`src/rtl/ram_arb_pkg.sv`:
```
// ram_arb_pkg: shared types and helpers for the two-requester RAM port arbiter.
package ram_arb_pkg;

    typedef enum logic [1:0] {IDLE, OWN_A, OWN_B} arb_state_e;

    typedef enum logic [1:0] {
        OWN_NONE   = 2'b00,
        OWN_PORT_A = 2'b01,
        OWN_PORT_B = 2'b10
    } owner_e;

    localparam int CNT_WIDTH = 16;

    function automatic owner_e state_owner(input arb_state_e s);
        return s == OWN_A ? OWN_PORT_A : s == OWN_B ? OWN_PORT_B : OWN_NONE;
    endfunction

    function automatic logic [CNT_WIDTH-1:0] sat_inc(input logic [CNT_WIDTH-1:0] c, input logic en);
        return (en && c != '1) ? c + 1'b1 : c;
    endfunction

endpackage

```
`src/rtl/ram_arb_rd_return.sv`:
```
// ram_arb_rd_return: tracks which requester issued each in-flight read and steers ram_q back to it.
module ram_arb_rd_return #(
    parameter int DATA_WIDTH  = 8,
    parameter int RAM_LATENCY = 1
) (
    input  logic                  clk,
    input  logic                  rst,
    input  logic                  issue_a,
    input  logic                  issue_b,
    input  logic [DATA_WIDTH-1:0] ram_q,
    output logic [DATA_WIDTH-1:0] a_q,
    output logic [DATA_WIDTH-1:0] b_q,
    output logic                  a_rvalid,
    output logic                  b_rvalid
);
    // One-hot owner tag per pipeline stage; both bits clear means no read in that slot.
    logic [RAM_LATENCY-1:0] tag_a, tag_b;
    logic [DATA_WIDTH-1:0]  a_hold, b_hold;

    always_ff @(posedge clk or posedge rst) begin
        if (rst) begin
            tag_a  <= '0;
            tag_b  <= '0;
            a_hold <= '0;
            b_hold <= '0;
        end else begin
            tag_a  <= (tag_a << 1) | RAM_LATENCY'(issue_a);
            tag_b  <= (tag_b << 1) | RAM_LATENCY'(issue_b);
            a_hold <= a_rvalid ? ram_q : a_hold;
            b_hold <= b_rvalid ? ram_q : b_hold;
        end
    end

    assign a_rvalid = tag_a[RAM_LATENCY-1];
    assign b_rvalid = tag_b[RAM_LATENCY-1];
    // ram_q is only valid in the return cycle, so it is passed straight through then and held after.
    assign a_q = a_rvalid ? ram_q : a_hold;
    assign b_q = b_rvalid ? ram_q : b_hold;

endmodule

```
`src/rtl/ram_port_arbiter.sv`:
```
// ram_port_arbiter: round-robin sharing of one single-port RAM between requesters A and B with bounded bursts.
// Define RAM_ARB_PERF_CNT_EN to add saturating per-port grant and stall counters.
module ram_port_arbiter
    import ram_arb_pkg::*;
#(
    parameter int ADDR_WIDTH  = 8,
    parameter int DATA_WIDTH  = 8,
    parameter int RAM_LATENCY = 1,
    parameter int MAX_BURST   = 4
) (
    input  logic                  clk,
    input  logic                  rst,
    input  logic                  a_valid,
    output logic                  a_ready,
    input  logic                  a_we,
    input  logic [ADDR_WIDTH-1:0] a_addr,
    input  logic [DATA_WIDTH-1:0] a_data,
    output logic [DATA_WIDTH-1:0] a_q,
    output logic                  a_rvalid,
    input  logic                  b_valid,
    output logic                  b_ready,
    input  logic                  b_we,
    input  logic [ADDR_WIDTH-1:0] b_addr,
    input  logic [DATA_WIDTH-1:0] b_data,
    output logic [DATA_WIDTH-1:0] b_q,
    output logic                  b_rvalid,
    output logic                  ram_en,
    output logic                  ram_we,
    output logic [ADDR_WIDTH-1:0] ram_addr,
    output logic [DATA_WIDTH-1:0] ram_wdata,
    input  logic [DATA_WIDTH-1:0] ram_q,
    output logic [1:0]            owner
`ifdef RAM_ARB_PERF_CNT_EN
    ,
    output logic [CNT_WIDTH-1:0]  a_grant_cnt,
    output logic [CNT_WIDTH-1:0]  b_grant_cnt,
    output logic [CNT_WIDTH-1:0]  a_stall_cnt,
    output logic [CNT_WIDTH-1:0]  b_stall_cnt
`endif
);
    localparam int BW = $clog2(MAX_BURST + 1);

    arb_state_e    state, state_nx;
    logic [BW-1:0] burst_cnt, burst_nx;
    logic          gnt_a, gnt_b, at_max, other_waiting;

    assign at_max = burst_cnt == BW'(MAX_BURST);

    // A wins from IDLE and keeps OWN_A until its allowance runs out; B only loses in OWN_B once exhausted.
    always_comb begin
        gnt_a         = !rst && a_valid && (!b_valid || (state == OWN_A ? !at_max : state == OWN_B ? at_max : 1'b1));
        gnt_b         = !rst && b_valid && !gnt_a;
        state_nx      = gnt_a ? OWN_A : gnt_b ? OWN_B : IDLE;
        other_waiting = gnt_a ? b_valid : a_valid;
        burst_nx      = state_nx == IDLE ? '0 :
                        state_nx != state ? BW'(1) :
                        (other_waiting && !at_max) ? burst_cnt + 1'b1 : burst_cnt;
    end

    always_ff @(posedge clk or posedge rst) begin
        if (rst) begin
            state     <= IDLE;
            burst_cnt <= '0;
        end else begin
            state     <= state_nx;
            burst_cnt <= burst_nx;
        end
    end

    assign a_ready   = gnt_a;
    assign b_ready   = gnt_b;
    assign ram_en    = gnt_a || gnt_b;
    assign ram_we    = gnt_a ? a_we : gnt_b && b_we;
    assign ram_addr  = gnt_a ? a_addr : gnt_b ? b_addr : '0;
    assign ram_wdata = gnt_a ? a_data : gnt_b ? b_data : '0;
    assign owner     = state_owner(state);

    ram_arb_rd_return #(
        .DATA_WIDTH (DATA_WIDTH),
        .RAM_LATENCY(RAM_LATENCY)
    ) u_rd_return (
        .clk     (clk),
        .rst     (rst),
        .issue_a (gnt_a && !a_we),
        .issue_b (gnt_b && !b_we),
        .ram_q   (ram_q),
        .a_q     (a_q),
        .b_q     (b_q),
        .a_rvalid(a_rvalid),
        .b_rvalid(b_rvalid)
    );

`ifdef RAM_ARB_PERF_CNT_EN
    always_ff @(posedge clk or posedge rst) begin
        if (rst) begin
            a_grant_cnt <= '0;
            b_grant_cnt <= '0;
            a_stall_cnt <= '0;
            b_stall_cnt <= '0;
        end else begin
            a_grant_cnt <= sat_inc(a_grant_cnt, gnt_a);
            b_grant_cnt <= sat_inc(b_grant_cnt, gnt_b);
            a_stall_cnt <= sat_inc(a_stall_cnt, a_valid && !gnt_a);
            b_stall_cnt <= sat_inc(b_stall_cnt, b_valid && !gnt_b);
        end
    end
`endif

endmodule

```
`config.mk`:
```
export PLATFORM = sky130hd
export DESIGN_NAME = ram_port_arbiter
export DESIGN_NICKNAME = d
export VERILOG_FILES = /design/src/rtl/ram_arb_pkg.sv /design/src/rtl/ram_arb_rd_return.sv /design/src/rtl/ram_port_arbiter.sv
export SDC_FILE = /design/constraint.sdc
export NUM_CORES = 1
export LEC_CHECK = 0
export BUFFER_PORTS_ARGS = -buffer_cell sky130_fd_sc_hd__buf_2
export CAP_MARGIN = 15
export CORE_MARGIN = 4
export CORE_UTILIZATION = 30
export DETAILED_ROUTE_END_ITERATION = 12
export GPL_TIMING_DRIVEN = 0
export PLACE_DENSITY_LB_ADDON = 0.05
export SLEW_MARGIN = 10
export SYNTH_ARGS = -nofsm -noshare
export SYNTH_HDL_FRONTEND = slang
export SYNTH_SLANG_ARGS = --single-unit
```
`constraint.sdc`:
```
create_clock -name clk -period 2.9 [get_ports clk]
set_input_delay 0.435 -clock clk [delete_from_list [all_inputs] [get_ports clk]]
set_output_delay 0.435 -clock clk [all_outputs]
set_load 0.05 [all_outputs]
```
==> impl_metrics.json <==
{
  "first_pass_iters": 4,
  "start_kind": "flop",
  "grt_remaining_overflow": 0,
  "internal_power_uw": 618.3,
  "initial_core_util": 0.3120,
  "ys_types": 31,
  "path_class": "reg -> out",
  "maxSlewHeadroom": 0.4119,
  "die_h_um": 84.14,
  "p_comb_frac": 0.491,
  "synth_top_family_by_area": "compound AO/OA/AOI/OAI gates",
  "detail_route.vias_per_cell": 5.183,
  "tightest_slew_ns": 0.8812,
  "hp-class": "in -> reg",
  "drt_wl_total_mm": 5.361,
  "clkTransAtPathRegs_ns": 0.08,
  "port_buffers": 83,
  "rsz0062_at_grt": "no",
  "ys_ff_latch": 23,
  "tns_ns": 0,
  "clkPwrFrac": 0.170,
  "gp_congestion": 0.7251,
  "yosys_warnings": 0,
  "drive_gt1_frac": 0.4412,
  "ir_drop_v": 0.0002753,
  "core_um2": 5574,
  "fmax_mhz": 369.2,
  "io_pins": 86,
  "cts_sinks": 23,
  "synth-compound-area-share": 0.3086,
  "cts_tree": "built",
  "row_count": 27,
  "die_w_um": 84.14,
  "cts_buffers": 3,
  "power_frac_seq": 0.340,
  "status": "completed",
  "cts_setup_buffers": 0,
  "p_per_area_nw_per_um2": 494.3,
  "grt_max_degree": 25,
  "synthMuxAreaShare": 0.1036,
  "ant_nets": 0,
  "drtIter0Drc": 54,
  "cts-root-buf": "clkbuf_8",
  "hpwl_mm": 4.042,
  "synthXorXnorAreaFrac": 0,
  "netSwitchingFraction": 0.4540,
  "avgSynthCellArea_um2": 9.401,
  "synth_adder_area_share": 0.01439,
  "power_mw": 1.132,
  "wl_per_cell_um": 15.58,
  "grt_pass1_vias": 1839,
  "cp.required_ns": 2.47,
  "fillers": 598,
  "drc_errors": 0,
  "synthToLayoutAreaGrowth_pct": 31.73,
  "min_period_ns": 2.709,
  "finClkSkew_ns": 0.001276,
  "maxSlewViolCount": 0,
  "setup_viol_count_final": 0,
  "crit_arrival_ns": 2.27,
  "num-nets-final": 321,
  "n_antenna_cell": 0,
  "post_cts_resized": 0,
  "synth_fp_nets": 233,
  "grt_pass1_wl_mm": 8.901,
  "critPathMaxFanout": 10,
  "ctsHtreeMaxLevel": 1,
  "clk_path_buf_depth": 2,
  "vias": 1783,
  "grt.total_usage": 0.1493,
  "final_hold_viol_count": 0,
  "switching_power_uw": 514.0,
  "worstSkewPairLatency_ns": 0.26,
  "grt_antenna_before_repair": 0,
  "period_share": 0.9340,
  "dieArea_um2": 7080,
  "syn_inst": 185,
  "p_leak_nw": 1.019,
  "ys_seq_area_frac": 0.3309,
  "max-cap-violations": 0,
  "synth-simple-area-share": 0.1662,
  "hold_buffers": 0,
  "synthesis.area_um2": 1739,
  "endpoint_kind": "output pin"
}
-- layout make-up --
type | instances | area [um2] | area share
multi-input cells | 135 | 1031 | 0.4500
inverters | 5 | 18.77 | 0.008192
clock inverters | 1 | 5.005 | 0.002185
well taps | 72 | 90.09 | 0.03932
flip-flops and latches | 23 | 575.6 | 0.2512
repair buffers | 83 | 415.4 | 0.1813
clock buffers | 3 | 41.29 | 0.01802
plain buffers | 22 | 113.9 | 0.04970
-- routing by layer --
layer,track usage,vias to the layer above,wire [um]
met2,0.2582,57,2621
met1,0.2004,831,2472
li1,-,893,-
met3,0.01178,2,232
met5,0,-,0
met4,0.03947,0,35
-- per-stage QoR --
step,worst slack [ns],std cells,hold slack [ns],util,area (um2)
6_report,0.1914,344,0.3745,0.4110,2291
3_3_place_gp,0.4512,340,0.4775,0.4027,2245
5_1_grt,0.0003957,344,0.3809,0.4110,2291
2_1_floorplan,0.03153,185,0.5018,-,1739
3_5_place_dp,0.4548,340,0.4835,0.4027,2245
4_1_cts,0.1642,344,0.3659,0.4110,2291
-- power groups by stage --
stage / sequential, mW / combinational, mW / clock [mW]
after floorplan: 0.392 / 0.422 / 0
after global placement: 0.390 / 0.559 / 0
after detailed placement: 0.392 / 0.560 / 0
after CTS: 0.386 / 0.561 / 0.206
after global routing: 0.392 / 0.590 / 0.221
final: 0.385 / 0.555 / 0.192
-- cells in the mapped netlist --
cell type	number	area, um2
a2111oi_4	1	27.53
a211oi_1	1	7.510
a21boi_0	1	7.510
a21oi_1	3	15.01
a22oi_1	1	7.510
a32oi_1	17	148.9
and2_1	18	112.6
and4b_1	1	10.01
buf_1	1	3.750
buf_2	13	65.06
buf_6	2	22.52
clkbuf_1	6	22.52
clkinv_1	1	3.750
dfrtp_1	23	575.6
ha_1	2	25.02
inv_1	4	15.01
mux2_2	16	180.2
nand2_1	18	67.56
nand2b_1	1	6.260
nand3_1	2	10.01
nand3b_1	1	7.510
nand4b_2	1	15.01
nor2_1	3	11.26
nor2b_1	3	18.77
nor3_1	2	10.01
nor4bb_1	2	20.02
o2111ai_1	17	148.9
o211ai_1	17	127.6
o21a_1	3	22.52
o21ai_0	3	15.01
o31a_1	1	8.760
-- registers in the layout (all words and copies together) (netlist names) --
name	count
u_rd_return.a_rvalid	1
state	2
burst_cnt	3
u_rd_return.b_hold	8
u_rd_return.b_rvalid	1
u_rd_return.a_hold	8
-- critical path, stage by stage, from the launching register on --
cell and delay (ns):
dfrtp_1 0.42, inv_1 0.07, ha_1 0.24, nand4b_2 0.29, o21a_1 0.21, buf_6 0.15, buf_6 0.14, o211ai_1 0.19
buf_2 0.30
-- path summary, 6_finish.rpt --
| kind | from | to | slack (ns) | cells after the start |
|---|---|---|---|---|
| max | burst_cnt[0] | ram_addr[5] | 0.19 | 8 |
| min | a_we | u_rd_return.a_rvalid | 0.37 | 2 |
| max reg2reg | burst_cnt[0] | u_rd_return.b_rvalid | 1.08 | 6 |
| min reg2reg | u_rd_return.a_hold[5] | u_rd_return.a_hold[5] | 0.50 | 1 |
| max in group asynchronous | rst | u_rd_return.b_hold[4] | 1.90 | 2 |
| min in group asynchronous | rst | u_rd_return.a_hold[1] | 0.47 | 2 |
-- cells by family after synthesis --
| family | count (synthesis) |
|---|---|
| AOI/OAI and AO/OA | 65 |
| and+or+nand+nor | 52 |
| buffers and inverters | 27 |
| DFF | 23 |
| muxes | 16 |
| adders and majority gates | 2 |
-- cell usage in the layout, fill, tap and decap left out, types with 4 or more instances in the layout --
cell type   n
buf_2      96
dfrtp_1    23
and2_1     18
nand2_1    18
o2111ai_1  17
a32oi_1    17
o211ai_1   17
mux2_2     16
clkbuf_1    6
inv_1       4
(Power assumes the default switching activity.)
